[config.mk]
export PLATFORM = sky130hd
export DESIGN_NAME = tff_bank_sequencer
export DESIGN_NICKNAME = d
export VERILOG_FILES = /design/src/rtl/tff_bank_sequencer.sv
export SDC_FILE = /design/constraint.sdc
export NUM_CORES = 1
export LEC_CHECK = 0
export BUFFER_PORTS_ARGS = -buffer_cell sky130_fd_sc_hd__buf_2
export CORE_MARGIN = 2
export CORE_UTILIZATION = 30
export DETAILED_ROUTE_END_ITERATION = 8
export PLACE_DENSITY_LB_ADDON = 0.08
export SKIP_LAST_GASP = 1
export SLEW_MARGIN = 20
export SYNTH_ARGS = -nofsm -noshare
export SYNTH_HDL_FRONTEND = slang
export SYNTH_SLANG_ARGS = --single-unit
[constraint.sdc]
create_clock -name clk -period 2.99 [get_ports clk]
set_input_delay 0.897 -clock clk [delete_from_list [all_inputs] [get_ports clk]]
set_output_delay 0.897 -clock clk [all_outputs]
set_load 0.005 [all_outputs]
[src/rtl/tff_bank_sequencer.sv]
// Sequencer for a bank of T flip-flops: produces the per-bit toggle vector that counts
// up/down on a prescaled tick, loads a value in one step, and stops at a terminal count.
module tff_bank_sequencer #(
    parameter int WIDTH    = 4,
    parameter int DIV_BITS = 24
) (
    input  logic             clk,
    input  logic             rst,
    input  logic             start,
    input  logic             stop,
    input  logic             dir,
    input  logic             load,
    input  logic [WIDTH-1:0] load_val,
    input  logic [WIDTH-1:0] term_val,
    output logic [WIDTH-1:0] t_vec,
    output logic [WIDTH-1:0] q,
    output logic [WIDTH-1:0] qb,
    output logic             tick,
    output logic             busy,
    output logic             done
);

    typedef enum logic [1:0] {
        IDLE = 2'd0,
        LOAD = 2'd1,
        RUN  = 2'd2,
        DONE = 2'd3
    } state_t;

    state_t              state;
    state_t              state_next;
    logic [DIV_BITS-1:0] div_cnt;
    logic [DIV_BITS-1:0] div_next;
    logic                up_carry;
    logic                dn_borrow;

    assign tick = (state == RUN) && (&div_cnt);
    assign busy = (state == RUN);
    assign done = (state == DONE);
    assign qb   = ~q;

    // Toggle vector: bit i flips when all lower bits are ones (up) or zeros (down).
    always_comb begin
        t_vec     = '0;
        up_carry  = 1'b1;
        dn_borrow = 1'b1;
        case (state)
            RUN: begin
                if (tick && !stop) begin
                    for (int i = 0; i < WIDTH; i++) begin
                        t_vec[i]  = dir ? up_carry : dn_borrow;
                        up_carry  = up_carry & q[i];
                        dn_borrow = dn_borrow & ~q[i];
                    end
                end
            end
            LOAD:    t_vec = q ^ load_val;
            default: t_vec = '0;
        endcase
    end

    always_comb begin
        state_next = state;
        case (state)
            IDLE, DONE: begin
                if (load)
                    state_next = LOAD;
                else if (start)
                    state_next = RUN;
            end
            LOAD: state_next = IDLE;
            RUN: begin
                if (stop)
                    state_next = IDLE;
                else if (tick && ((q ^ t_vec) == term_val))
                    state_next = DONE;
            end
            default: state_next = IDLE;
        endcase
    end

    // The prescaler only advances while staying in RUN, so it reads zero on every entry.
    always_comb begin
        div_next = '0;
        if (state == RUN && state_next == RUN)
            div_next = div_cnt + {{(DIV_BITS-1){1'b0}}, 1'b1};
    end

    always_ff @(posedge clk or negedge rst) begin
        if (!rst) begin
            state   <= IDLE;
            div_cnt <= '0;
            q       <= '0;
        end else begin
            state   <= state_next;
            div_cnt <= div_next;
            q       <= q ^ t_vec;
        end
    end

endmodule

==> results.txt, run 1 <==
- Along the worst hold path, the cell count comes to 1.
- H-tree depth reported by CTS: 2
* Worst hold path class: register to register
* Warnings from Yosys: 0
* WS Path Type: primary input to output pin
- For this design the ratio of total power to cell area is 641 mW/mm2.
- Setup violations remaining at the end of the flow were counted as 0.
* Leak: ~1.1 nW
- Initial antenna violation count: 0
* Maximum fanout count along the critical path: 3
* Die ar.: just over 0.008 mm2
- The number of buffers and inverters on the critical path is 2.
- Most frequent cell on the critical path: sky130_fd_sc_hd__buf_2
* Count of different cell masters after synthesis: 50
* Flop and latch count out of synthesis: 30
- Clock insertion delay at the later pin of the skew report: a little under 0.3 ns
- Relative area change from synthesis to final layout: 18.3%
- Horizontal die dimension: roughly 90 um
* Fraction of the core area covered by cells at the end of the flow: 0.363
* Portion of synthesized cell area occupied by the leading cell type: 0.339
- Achievable frequency: roughly 340 MHz
- Across every metal layer, demand over resource in global routing totals 0.138.
- The number of max-slew violations in the final report was 0.
- At the worst endpoint, the required time is between 2 and 2.5 ns.
- Final-layout worst hold slack: 0.506 ns
- The share of the Yosys chip area taken by registers is 0.339.
* # diodes: 0
- The finished cells cover between 0.002 and 0.003 mm2.
- Post-DP Area: about 0.0025 mm2
* Number of max-cap violations: 0
* Number of flops mapped to enable cells by yosys: 0
- The layout has between 700 and 800 filler cells.
- In this run the critical register-to-register path is launched from state[0]$_DFF_PN0_.
- The die is 89.9 um tall.
- Headroom to the max-slew limit came out at 0.517.
* Final cycle utilization of the critical path: 0.975
- Clock-pin slew was measured on the worst setup and hold paths at approximately 0.070 ns.
* Top FF cell, synth: sky130_fd_sc_hd__dfrtp_1
- Before antenna repair, the detailed router went through 4 iterations.
- Kind of capture point of the worst setup path: output pin
- Pin count of the biggest net entering global routing: 31
* Worst setup skew after layout: approximately 0.0077 ns
- Peak supply drop: 0.000214 V
- Wirelength per Cell: about 14 um
* Sink count of the clock tree: 30
- The total area inside the core boundary comes to ~0.0072 mm2.
- Clock buffer depth: 2
- Number of hold-slack violations in the final timing report: 0
- Effective utilization at floorplan: 0.307
* TritonCTS buffer count: 5
- Sum Neg Setup Slack: 0 ns
- The final route contains 1891 vias.
- For the pin with the worst max-slew slack, the measured transition is 0.724 ns.
* Gr ovfl total: 0
* Start point of the critical path: dir
- After layout, the worst setup slack is between 0.07 and 0.08 ns.
- After the first detailed-routing iteration, the DRC count stood at 95.
- Max incr delay on CP: approximately 0.31 ns
- TritonCTS built the clock tree.
- Cell accounting for the most synthesized area: sky130_fd_sc_hd__dfrtp_1
- Broken down by cell family, the worst path's largest delay share belongs to compound AO/OA/AOI/OAI gates.
- Clock root buffer: sky130_fd_sc_hd__clkbuf_8
* Global-route wire length before repair: ~9000 um
* Crit path max-delay cell type: sky130_fd_sc_hd__o31ai_1
- Once detail routing completed, the nets flagged for antenna violations numbered 0.
- 29 I/O pins were placed.
- A synthesized cell averages ~8.8 um2.
- Across all register-to-register paths, the minimum setup slack is roughly 0.44 ns.
- # nets final: 304
* Asr flop ratio synth: 1.00
- The flow ran to the end, and the final reports show no timing, DRC or antenna violations.
- Worst min-delay path startpoint: div_cnt[0]$_DFF_PN0_
* Final weighted congestion in routability-driven placement: between 0.7 and 0.8
- Using the TritonRoute via totals, the vias-per-cell ratio works out to 4.90.
- Leading cell types by total area after synthesis: sky130_fd_sc_hd__dfrtp_1 (34%), sky130_fd_sc_hd__a21oi_2 (7.9%), sky130_fd_sc_hd__xor2_1 (7.5%)
- The routed design could run at a clock period as short as just under 3 ns.
- Post-detail-place hpwl: 3900 um
* Cells along the critical path: buf_2, or2_2, o31ai_1, nand2_1, a21oi_1, buf_2
- Prior to clock tree synthesis, the placed netlist has a worst setup slack of just under 0.08 ns.
- Number of global-route vias before repair: ~1800
- In this run the core area contains 31 standard-cell rows.
- The routed design has 5420 um of wire.
- The library cells used most frequently in the layout, excluding fill and tap cells, are sky130_fd_sc_hd__dfrtp_1 (28), sky130_fd_sc_hd__buf_2 (28), sky130_fd_sc_hd__nand2_1 (26), sky130_fd_sc_hd__a21oi_2 (21), sky130_fd_sc_hd__xor2_1 (19).
- The worst register-to-register path ends at div_cnt[1]$_DFF_PN0_.
- Synthesis produced between 200 and 300 cells.
* # DRC: 0
- Setup crit start kind: primary input
* Worst Hold End: div_cnt[0]$_DFF_PN0_
- R2R depth: 9
- Number of nets in the synthesized netlist: 270
- Number of input and output port buffers inserted: 28
- The cell area that synthesis handed to floorplanning was about 0.0022 mm2.
- For the worst setup path, the data arrival time is about 2 ns.
- Ratio of cells with drive above 1 in the final layout: 0.286
==> state kept, by name, indices dropped and copies added (netlist names) <==
register,flops
div_cnt,24
q,4
state,2
==> area by class of cell <==
type	instances	area [um2]	share of cell area
well taps	99	124	0.0473
clock inverters	2	12.5	0.00478
multi-input cells	201	1380	0.526
clock buffers	6	82.6	0.0316
repair buffers	39	235	0.0899
inverters	9	33.8	0.0129
flip-flops and latches	30	753	0.288
==> worst max path at each step <==
| stage | end | slack [ns] | cells past startpoint |
|---|---|---|---|
| after floorplan | t_vec[3] | 0.33 | 4 |
| after global placement | t_vec[3] | 0.06 | 6 |
| after detailed placement | t_vec[3] | 0.08 | 6 |
| after CTS | t_vec[3] | 0.004 | 8 |
| after global routing | t_vec[2] | -0.009 | 8 |
| final | t_vec[3] | 0.08 | 6 |
==> synthesized netlist by cell type, types with 6 or more instances <==
cell                        n
sky130_fd_sc_hd__clkbuf_1   6
sky130_fd_sc_hd__inv_1      9
sky130_fd_sc_hd__dfrtp_1   30
sky130_fd_sc_hd__nand3_1   12
sky130_fd_sc_hd__nand4_1   10
sky130_fd_sc_hd__o21ai_0    6
sky130_fd_sc_hd__xor2_1    19
sky130_fd_sc_hd__nand2_1   26
sky130_fd_sc_hd__nor2_1    17
sky130_fd_sc_hd__xnor2_1   10
sky130_fd_sc_hd__a21oi_1   11
sky130_fd_sc_hd__nor2b_1   11
sky130_fd_sc_hd__a21oi_2   20
==> stage by stage <==
stage	instances	power [mW]
2_1_floorplan	252	1.06
3_3_place_gp	375	1.32
3_5_place_dp	375	1.32
4_1_cts	383	1.69
5_1_grt	386	1.82
6_report	386	1.68
==> where the power goes <==
part	switching (mW)	internal (mW)	leakage [nW]	total, mW
clock	0.176	0.185	0.0472	0.361
combinational	0.450	0.341	0.605	0.792
sequential	0.0779	0.447	0.403	0.525
==> cell families after synthesis <==
kind of cell | after synthesis | share of synthesized area
xor+xnor | 29 | 0.115
mux | 1 | 0.00453
compound gates | 63 | 0.214
buf+inv | 21 | 0.0452
simple gates | 104 | 0.259
flops | 30 | 0.339
fa+ha+maj | 4 | 0.0226
==> layer usage <==
metal / up-vias / wire length [um] / track usage
li1: 967 / - / -
met3: 4 / 121 / 0.0319
met2: 21 / 2490 / 0.210
met1: 899 / 2750 / 0.195
met4: 0 / 47 / 0.0423
met5: - / 0 / 0
==> repair_timing <==
action,4_1_cts,5_1_grt
resized for setup,0,6
hold buffers,0,0
endpoints found under the setup margin,0,4
buffers inserted,0,3
No activity file was read; power rests on OpenSTA's default activity.
==> run 2, diff against run 1 <==
--- a/config.mk
+++ b/config.mk
@@ -7,7 +7,7 @@
 export LEC_CHECK = 0
 export BUFFER_PORTS_ARGS = -buffer_cell sky130_fd_sc_hd__buf_2
 export CORE_MARGIN = 2
-export CORE_UTILIZATION = 30
+export CORE_UTILIZATION = 40
 export DETAILED_ROUTE_END_ITERATION = 8
 export PLACE_DENSITY_LB_ADDON = 0.08
 export SKIP_LAST_GASP = 1
==> run 2 against run 1 <==
- non-clock buffer count grew 1
- sequential cell count is the same
- sequential share of layout area grew 0.22 points
- total power shrank 0.32%
- clock power shrank 5%
- via count is the same
- critical path depth is the same
==> results.txt, run 2 (synthesis gave the netlist of run 1 again) <==
* Result of the run: completed
- From synthesis to final layout, the design area changed by 17.4%.
- Number of flip-flops in the largest register: 24
* Crit path max-delay cell type: sky130_fd_sc_hd__o31ai_1
- Final-report setup violation count: 0
* Initial antenna violation count: 0
- Biggest regs: div_cnt: 24 flops, q: 4 flops, state: 2 flops
- Worst Hold Path Cells: 1
* Post-detail-place hpwl: 3620 um
- The clock passes through at most 2 buffers.
- Max-slew violation total from the final report: 0
- Worst setup skew after layout: approximately 0.0028 ns
* Worst hold path class: register to register
- Die ar.: 0.00614 mm2
- Measured in cells, the most critical reg-to-reg path has a length of 10.
- From left edge to right edge, the die measures ~80 um.
* Worst Hold End: div_cnt[0]$_DFF_PN0_
- Global routing finished with a remaining overflow of 0.
* Most frequent cells in the layout: sky130_fd_sc_hd__dfrtp_1 (28), sky130_fd_sc_hd__buf_2 (28), sky130_fd_sc_hd__nand2_1 (26), sky130_fd_sc_hd__a21oi_2 (20), sky130_fd_sc_hd__xor2_1 (19)
* # nets final: approximately 310
- Dividing the final minimum period by the clock period gives 0.966.
- Power spread over the standard cell area amounts to about 640 mW/mm2.
* Number of input and output port buffers inserted: 28
- The later pin in the worst-skew pair is clocked with a latency of about 0.28 ns.
- Worst-case setup margin in the final layout: a little over 0.1 ns
* Kind of capture point of the worst setup path: output pin
- Worst slack at placement: 0.111 ns
- The worst hold path begins at div_cnt[0]$_DFF_PN0_.
* Endpoint required time on the critical path: ~2.1 ns
* Global Route Usage Sum: 0.181
- Worst slew margin: 0.538
- Slew at the pin with the worst max-slew slack: ~0.69 ns
- Number of hold-slack violations in the final timing report: 0
- STA classifies the critical path startpoint as a primary input.
* RR Endpoint: div_cnt[1]$_DFF_PN0_
* Number of max-cap violations: 0
- The number of clock buffers added by TritonCTS is 5.
- The clock net in this run drives a total of 30 sinks.
- At the end of routability-driven placement, the weighted congestion stood at a little over 0.8.
- Post-DP Area: 0.00245 mm2
* Peak supply drop: ~0.00045 V
- Global-route wire length before repair: between 8000 and 9000 um
* Ratio of cells with drive above 1 in the final layout: 0.285
- Cells along the critical path: buf_2, or2_2, o31ai_1, nand2_1, a21oi_1, buf_2
- For this block, the via count after detailed routing is between 1500 and 2000.
* Fill cells: between 500 and 600
- In the routed design, unresolved DRC markers number 0.
* Effective utilization at floorplan: 0.407
- The design draws 1.67 mW.
- Achievable frequency: between 300 and 400 MHz
- Among the stages of the critical path, the cell type that occurs most often is sky130_fd_sc_hd__buf_2.
- Minimum clock period: roughly 2.9 ns
- Wirelength per Cell: roughly 14 um
* Number of global-route vias before repair: around 1800
- In this run the static leakage power is between 1 and 1.5 nW.
- Core Area: 0.00544 mm2
- The detail route stage leaves a number of antenna-violating nets equal to 0.
- Via density per instance: roughly 5.3
- Origin of the critical flop-to-flop path: state[1]$_DFF_PN0_
- H-tree depth reported by CTS: 2
* CTS tree: yes
- The largest single stage delay on the critical path is 0.29 ns.
- Clock-pin slew was measured on the worst setup and hold paths at around 0.06 ns.
- Final wirelength: between 5000 and 6000 um
- Register-to-Register Setup Slack: 0.43 ns
- DRT Pass-1 Iters: 4
- Clock root buffer: sky130_fd_sc_hd__clkbuf_8
* Pin count of the biggest net entering global routing: 31
- Ports: 29
* Post-route cell area: between 0.002 and 0.003 mm2
- The detailed router finished its first iteration with 65 violations.
* Fraction of the core area covered by cells at the end of the flow: 0.477
* CP Data Arrival Time: just under 2 ns
- More flip-flops sit in one register than any other, and that register is div_cnt.
- From bottom edge to top edge, the die measures around 78 um.
- Row generation in the floorplan step produced 27 rows.
- Of all nets on the critical path, the largest fanout is 3.
* # diodes: 0
- The critical path in this run is classified as primary input to output pin.
-- run 2: cell types whose count changed in the layout (fill, tap and decap cells not counted) --
cell | previous run | this run
sky130_fd_sc_hd__ha_4 | 0 | 1
sky130_fd_sc_hd__a21oi_1 | 10 | 11
sky130_fd_sc_hd__a21oi_2 | 21 | 20
sky130_fd_sc_hd__buf_4 | 10 | 11
sky130_fd_sc_hd__ha_2 | 1 | 0
-- run 2: area by class of cell --
class | count | area, um2 | area share
multi-input combinational | 201 | 1380 | 0.532
tap | 72 | 90.1 | 0.0347
inverter | 9 | 33.8 | 0.0130
timing repair buffer | 40 | 243 | 0.0935
clock inverter | 2 | 12.5 | 0.00482
clock buffer | 6 | 82.6 | 0.0318
sequential | 30 | 753 | 0.290
-- run 2: worst max-delay path by stage --
stage,from,end,slack (ns)
4_1_cts,state[0]$_DFF_PN0_,t_vec[2],0.03
3_3_place_gp,dir,t_vec[3],0.08
3_5_place_dp,dir,t_vec[3],0.11
6_report,dir,t_vec[3],0.10
2_1_floorplan,dir,t_vec[3],0.33
5_1_grt,div_cnt[0]$_DFF_PN0_,t_vec[2],-0.007
-- run 2: where the power goes --
group / switching [mW] / total [mW] / internal [mW]
Sequential: 0.0835 / 0.532 / 0.448
Clock: 0.160 / 0.344 / 0.185
Combinational: 0.447 / 0.796 / 0.349
-- run 2: what timing repair did --
action	4_1_cts	5_1_grt
setup buffers	0	4
resized for setup	0	6
hold buffers	0	0
hold endpoints to repair	0	0
endpoints found under the setup margin	0	4
-- run 2: worst max-delay path: cells and delay by family --
family                 cells  cell delay, ns
buffers and inverters      2            0.22
AND/OR/NAND/NOR            2            0.43
AO/OA/AOI/OAI              2            0.44
-- run 2: through the flow --
stage	instances	TNS (ns)	hold WS [ns]
finish	360	0	0.522
global route	360	-0.00726	0.570
CTS	356	0	0.511
detailed placement	348	0	0.501
global placement	348	0	0.495
floorplan	252	0	0.461
-- run 2: layer usage --
metal | track usage | share of wire
met1 | 0.265 | 0.53
met2 | 0.263 | 0.41
met3 | 0.0402 | 0.036
met4 | 0.0579 | 0.017
met5 | 0 | 0
